`src/rtl/sensor_conditioner.sv`:
```
// Per-channel sync + debounce conditioner: clean level plus one-cycle rise/fall strobes; optional sticky rise latch (SENSOR_LATCH_EN).
// Latency: raw first sampled at edge k -> clean/strobe registered after edge k+DEB_CYCLES+1; any_active is combinational from clean.
// Backpressure: none; ena=0 freezes FSMs/counters and clears strobes, synchronisers keep running.
module sensor_conditioner #(
    parameter int N_CH       = 8,
    parameter int DEB_CYCLES = 4
) (
    input  logic            clk,
    input  logic            rst_n,
    input  logic            ena,
    input  logic [N_CH-1:0] sensor_raw,
    input  logic [N_CH-1:0] clr_latch,
    output logic [N_CH-1:0] sensor_clean,
    output logic [N_CH-1:0] sensor_rise,
    output logic [N_CH-1:0] sensor_fall,
    output logic            any_active,
    output logic [N_CH-1:0] evt_latch
);
    localparam int CW = $clog2(DEB_CYCLES + 1);
    localparam logic [CW-1:0] CNT_LAST = CW'(DEB_CYCLES - 1);
    localparam logic [CW-1:0] CNT_ONE  = CW'(1);

    typedef enum logic [1:0] {IDLE, QUAL, ACTIVE, REL} state_t;

    state_t          state_q [N_CH];
    state_t          state_d [N_CH];
    logic [CW-1:0]   cnt_q   [N_CH];
    logic [CW-1:0]   cnt_d   [N_CH];
    logic [N_CH-1:0] s1_q, s_q;
    logic [N_CH-1:0] clean_q, clean_d;
    logic [N_CH-1:0] rise_q, rise_d;
    logic [N_CH-1:0] fall_q, fall_d;

    always_comb begin
        clean_d = clean_q;
        rise_d  = '0;
        fall_d  = '0;
        for (int i = 0; i < N_CH; i++) begin
            state_d[i] = state_q[i];
            cnt_d[i]   = cnt_q[i];
            if (ena) begin
                case (state_q[i])
                    IDLE: begin
                        if (s_q[i]) begin
                            state_d[i] = QUAL;
                            cnt_d[i]   = CNT_ONE;
                        end
                    end
                    QUAL: begin
                        if (!s_q[i]) begin
                            state_d[i] = IDLE;
                            cnt_d[i]   = '0;
                        end else if (cnt_q[i] == CNT_LAST) begin
                            state_d[i] = ACTIVE;
                            cnt_d[i]   = '0;
                            clean_d[i] = 1'b1;
                            rise_d[i]  = 1'b1;
                        end else begin
                            cnt_d[i] = cnt_q[i] + CNT_ONE;
                        end
                    end
                    ACTIVE: begin
                        if (!s_q[i]) begin
                            state_d[i] = REL;
                            cnt_d[i]   = CNT_ONE;
                        end
                    end
                    REL: begin
                        if (s_q[i]) begin
                            state_d[i] = ACTIVE;
                            cnt_d[i]   = '0;
                        end else if (cnt_q[i] == CNT_LAST) begin
                            state_d[i] = IDLE;
                            cnt_d[i]   = '0;
                            clean_d[i] = 1'b0;
                            fall_d[i]  = 1'b1;
                        end else begin
                            cnt_d[i] = cnt_q[i] + CNT_ONE;
                        end
                    end
                    default: begin
                        state_d[i] = IDLE;
                        cnt_d[i]   = '0;
                    end
                endcase
            end
        end
    end

    always_ff @(posedge clk or negedge rst_n) begin
        if (!rst_n) begin
            s1_q    <= '0;
            s_q     <= '0;
            clean_q <= '0;
            rise_q  <= '0;
            fall_q  <= '0;
            for (int i = 0; i < N_CH; i++) begin
                state_q[i] <= IDLE;
                cnt_q[i]   <= '0;
            end
        end else begin
            s1_q    <= sensor_raw;
            s_q     <= s1_q;
            clean_q <= clean_d;
            rise_q  <= rise_d;
            fall_q  <= fall_d;
            for (int i = 0; i < N_CH; i++) begin
                state_q[i] <= state_d[i];
                cnt_q[i]   <= cnt_d[i];
            end
        end
    end

    assign sensor_clean = clean_q;
    assign sensor_rise  = rise_q;
    assign sensor_fall  = fall_q;
    assign any_active   = |clean_q;

`ifdef SENSOR_LATCH_EN
    logic [N_CH-1:0] latch_q;

    // Set is taken from the registered strobe so a clear sampled alongside it loses.
    always_ff @(posedge clk or negedge rst_n) begin
        if (!rst_n) begin
            latch_q <= '0;
        end else begin
            latch_q <= rise_q | (latch_q & ~clr_latch);
        end
    end

    assign evt_latch = latch_q;
`else
    logic unused_clr;
    assign unused_clr = ^clr_latch;
    assign evt_latch  = '0;
`endif

endmodule

```
`config.mk`:
```
export PLATFORM = sky130hd
export DESIGN_NAME = sensor_conditioner
export DESIGN_NICKNAME = d
export VERILOG_FILES = /design/src/rtl/sensor_conditioner.sv
export SDC_FILE = /design/constraint.sdc
export NUM_CORES = 1
export LEC_CHECK = 0
export CAP_MARGIN = 20
export CORE_MARGIN = 4
export CORE_UTILIZATION = 30
export DETAILED_ROUTE_END_ITERATION = 8
export MAX_ROUTING_LAYER = met4
export SYNTH_ARGS = -nofsm -noshare
export SYNTH_HDL_FRONTEND = slang
export SYNTH_SLANG_ARGS = --single-unit
```
`constraint.sdc`:
```
create_clock -name clk -period 1.32 [get_ports clk]
set_input_delay 0.264 -clock clk [delete_from_list [all_inputs] [get_ports clk]]
set_output_delay 0.264 -clock clk [all_outputs]
set_load 0.02 [all_outputs]
```
Yosys cells after proc, flatten, opt, wreduce, memory -nomap -nowiden
Cells that the tools add are included.
{"block": "op_classes", "add_sub_neg": 8, "reduce_logical": 41, "eq_ne": 96, "mux": 200}
{"cell": "$mux 3", "n": 40}
{"cell": "$mux 2", "n": 48}
{"cell": "$ne 2x2->1 const B", "n": 48}
{"cell": "$pmux 3 s4", "n": 8}
{"cell": "$mux 1", "n": 88}
{"cell": "$pmux 2 s4", "n": 8}
{"cell": "$ne 3x3->1 const B", "n": 16}
{"cell": "$reduce_and 6->1", "n": 8}
{"cell": "$reduce_and 5->1", "n": 8}
{"cell": "$eq 2x2->1 const B", "n": 16}
{"cell": "$add 3x1->3 const B", "n": 8}
{"cell": "$eq 3x2->1 const B", "n": 8}
{"cell": "$reduce_and 3->1", "n": 8}
{"cell": "$eq 2x1->1 const B", "n": 8}
{"cell": "$logic_not 2->1", "n": 8}
{"cell": "$pmux 1 s2", "n": 8}
{"cell": "$reduce_bool 2->1", "n": 8}
{"cell": "$reduce_or 8->1", "n": 1}
{"block": "word_totals", "regBits": 80, "wordCells": 373, "output_inout_bits": 33}

Longest topological paths before layout
{"block": "depth", "ltp_word": 5, "ltp_mapped": 5}

Worst setup path before layout
OpenSTA, ideal clock, no wires.
{"block": "synth_timing", "path_kind": "reg2reg", "startpoint": "reg cnt_q[15] in the netlist's numbering", "endpoint": "reg cnt_q[15] in the netlist's numbering", "stages_incl_launch_ff": 5, "setup_ns": 0.077, "required_time_ns": 1.243, "path_buffers": 0, "arrival_ns": 1.146, "slack_ns": 0.097, "synth_period_minus_slack_ns": 1.223, "cell_sequence": "dfrtp_1 > ha_1 > nor2b_1 > mux2_2 > a21oi_1"}
{"block": "synth_between", "elab_chain_cells": 4, "word_cells_on_any_way": 6, "cone_classes": "1 x add/sub; 1 x eq/ne; 4 x mux"}
{"element": "from (decl)", "line": "27", "source": "logic [CW-1:0] cnt_q [N_CH];"}
{"element": "from (signal, indexed assignment)", "line": "109", "source": "cnt_q[i] <= cnt_d[i];"}
{"element": "$add 3x1->3 or $eq 3x2->1 (tied branches)"}
{"element": "$mux 3 (*)", "line": "53, 72"}
{"element": "$mux 3 (on tied branches)", "line": "69, 50"}
{"element": "$pmux 3 s4 (*)", "line": "42", "source": "case (state_q[i])"}
Mark *: on every way between the ends. The rest lies on a longest branch, timed or not.
A chain may end at the register's enable or synchronous reset.

Final worst setup path
{"block": "layout_timing", "startpoint": "reg clean_q[4], in the netlist sensor_clean[4]", "endpoint": "out any_active"}
{"block": "layout_between", "elab_chain_cells": 1}
{"element": "from (decl)", "line": "30", "source": "logic [N_CH-1:0] clean_q, clean_d;"}
{"element": "from (signal assigned)", "line": "104", "source": "clean_q <= clean_d;"}
{"element": "$reduce_or 8->1", "line": "117", "source": "assign any_active = |clean_q;"}
{"element": "to (decl)", "line": "16", "source": "output logic any_active,"}
Every way passes these cells.

==> reports/results.ini <==
[worst_setup_path]
crit_type=flop to output port
ff2ff_setup_slack_ns=0.03
critical_path.top_delay_family=simple AND/OR/NAND/NOR gates
cp_max_fo=2
cp.arrival_ns=1.39
required_ns=1.06
worst_setup_path_start_kind=flop
cp.depth=3
cpMaxStageDelayCell=nor4_1
rr_worst_depth=4
crit_path_end_kind=output port
path_cells=nor4_1 > nand2_4 > buf_6
cpPeakStageDelay_ns=0.44
cp_num_buf_inv=1

[pwr]
p_per_area_nw_per_um2=1838
leakage_uw=0.002175
ir_drop_mv=1.111

[final_layout]
antennaDiodeCount=0
fin_cells=499
final_cell_mix=dfrtp_1 (80), o21ai_0 (23), a21oi_1 (21)
nets=378
fill_cells=1048
layout.cells.most_common=dfrtp_1
drive_above_1_share=0.2500
syn_to_final_growth_pct=29.09

[sta]
whs_ns=0.3487
setup_tns_ns=-0.3784
finalCritPeriodShare=1.251
hold_viol=0
fin_crit_ns=1.651
setup_violations=2
skew_ns=0.005244
max_freq_mhz=605.6
rsz0062_at_grt=yes
slew_viol_final=0
worst_slack_ns=-0.3313

[detailed_routing]
postRouteAntennaNets=0
dr_total_vias=2321
first_iter_violations=90
vias_per_cell=4.651
finalWirelength_um=6271
routedWlPerCell_um=12.57
first_pass_iters=3
drc_errors=0

[placement]
dp_cells=478
hpwlAfterDp_um=4402
post-place-ws_ns=-0.3991
port_buffers=35
gp_congestion=0.7172

[worst_hold_path]
min_path_cells=0
min_path_type=flop to flop

[floorplan]
dieArea_sq_um=13600
core_area_sq_um=11470
die_x_um=116.6
fp-row-count=39
start_util=0.3087
die_y_um=116.6
io_pins=52

[grt]
track_usage=0.1045
antenna_found_initial=0
grt_overflow=0
grt_max_degree=30
grt_pass1_wl_um=10710
first_global_vias=2336

[clocking]
clkSinkCount=80
cts_made_buffers=9
cts_buffer_depth=2
clkLatencyLatePin_ns=0.33
path_clk_slew_ns=0.06
tritoncts=built
ctsHtreeMaxLevel=3
cts-root-buf=clkbuf_16

[run]
drv_cap=0

[logic_synthesis]
synth_area_per_cell_sq_um=12.29
ys.flop_type=dfrtp_1
synth_warnings=0
ys_types=37
syn_area_sq_um=3540
synth-async-reset-ratio=1.000
ys_seq_area_frac=0.5656
synth-seq-cells=80
synth_edf_count=0
synth_cells=288

[status]
status=finished, violations left
violations=negative setup slack

report_power, final:
| group | switching (uW) | internal (uW) |
|---|---|---|
| logic | 1050 | 1110 |
| clock network | 964 | 1700 |
| registers | 622 | 2950 |
| total | 2640 | 5760 |
layer usage:
layer,vias up,share of wire,global-route usage
met5,-,0,-
met4,0,0.023,0.04664
met3,10,0.056,0.03938
met2,47,0.46,0.1590
met1,1128,0.47,0.1235
li1,1136,-,-
worst register-to-register path, delay by kind of cell, from the launching register on:
| family | cells | cell delay, ns |
|---|---|---|
| simple gates | 2 | 0.43 |
| compound gates | 1 | 0.17 |
| fa+ha+maj | 1 | 0.21 |
| flops | 1 | 0.40 |
cell families (layout without fill, tap and decap cells):
family,Yosys count,count (layout),share of synthesized area
and+or+nand+nor,80,80,0.1775
buffers and inverters,27,88,0.04242
AOI/OAI and AO/OA,72,72,0.1209
muxes,9,9,0.02863
DFF,80,80,0.5656
adders and majority gates,8,8,0.02828
other,1,8,0.001059
xor gates and xnor gates,11,11,0.03570
timing repair:
action                                  CTS  global route
gates resized for setup                  55            22
gates cloned                              0             0
pin swaps                                 1             1
endpoints found under the hold margin    21             0
buffers inserted                          1             3
endpoints found under the setup margin   26            21
hold buffers                              1             0
state kept, by name, summed over array words and instances, names as in the netlist, named ones only:
name / count
s_q: 8
sensor_fall: 8
state_q: 8
cnt_q: 24
sensor_rise: 8
sensor_clean: 8
s1_q: 8
worst paths after layout:
kind                            startpoint         end
min reg2reg                        s1_q[4]      s_q[4]
min in group asynchronous            rst_n     s1_q[7]
max                        sensor_clean[4]  any_active
min                                s1_q[4]      s_q[4]
max in group asynchronous            rst_n      s_q[1]
max reg2reg                      cnt_q[12]   cnt_q[12]
Yosys cell counts, types with 5 or more instances:
cell / number / share of area
dfrtp_1: 80 / 0.57
o21ai_0: 23 / 0.033
a21oi_1: 21 / 0.030
nand2_1: 19 / 0.020
inv_1: 13 / 0.014
buf_4: 10 / 0.021
nor3b_2: 10 / 0.035
mux2_2: 9 / 0.029
nor3_1: 9 / 0.013
ha_1: 8 / 0.028
o21a_1: 8 / 0.017
nand3b_1: 7 / 0.015
nand2b_1: 6 / 0.011
nand4b_4: 6 / 0.040
o211ai_1: 6 / 0.013
o21ai_1: 5 / 0.0071
through the flow:
stage / utilization / total power [uW] / area [sq um]
3_5_place_dp: 0.3644 / 5625 / 4179
6_report: 0.3985 / 8400 / 4569
4_1_cts: 0.3904 / 8345 / 4477
2_1_floorplan: - / 4968 / 3566
3_3_place_gp: 0.3644 / 5520 / 4179
5_1_grt: 0.3985 / 8989 / 4569
cell type report:
type / count / area, sq um / area share
clock inverter: 5 / 80.08 / 0.01752
timing repair buffer: 59 / 539.3 / 0.1180
clock buffer: 11 / 242.7 / 0.05312
multi-input combinational: 188 / 1478 / 0.3234
inverter: 13 / 48.80 / 0.01068
sequential: 80 / 2002 / 0.4381
tap: 143 / 178.9 / 0.03916
(Power assumes the default switching activity.)
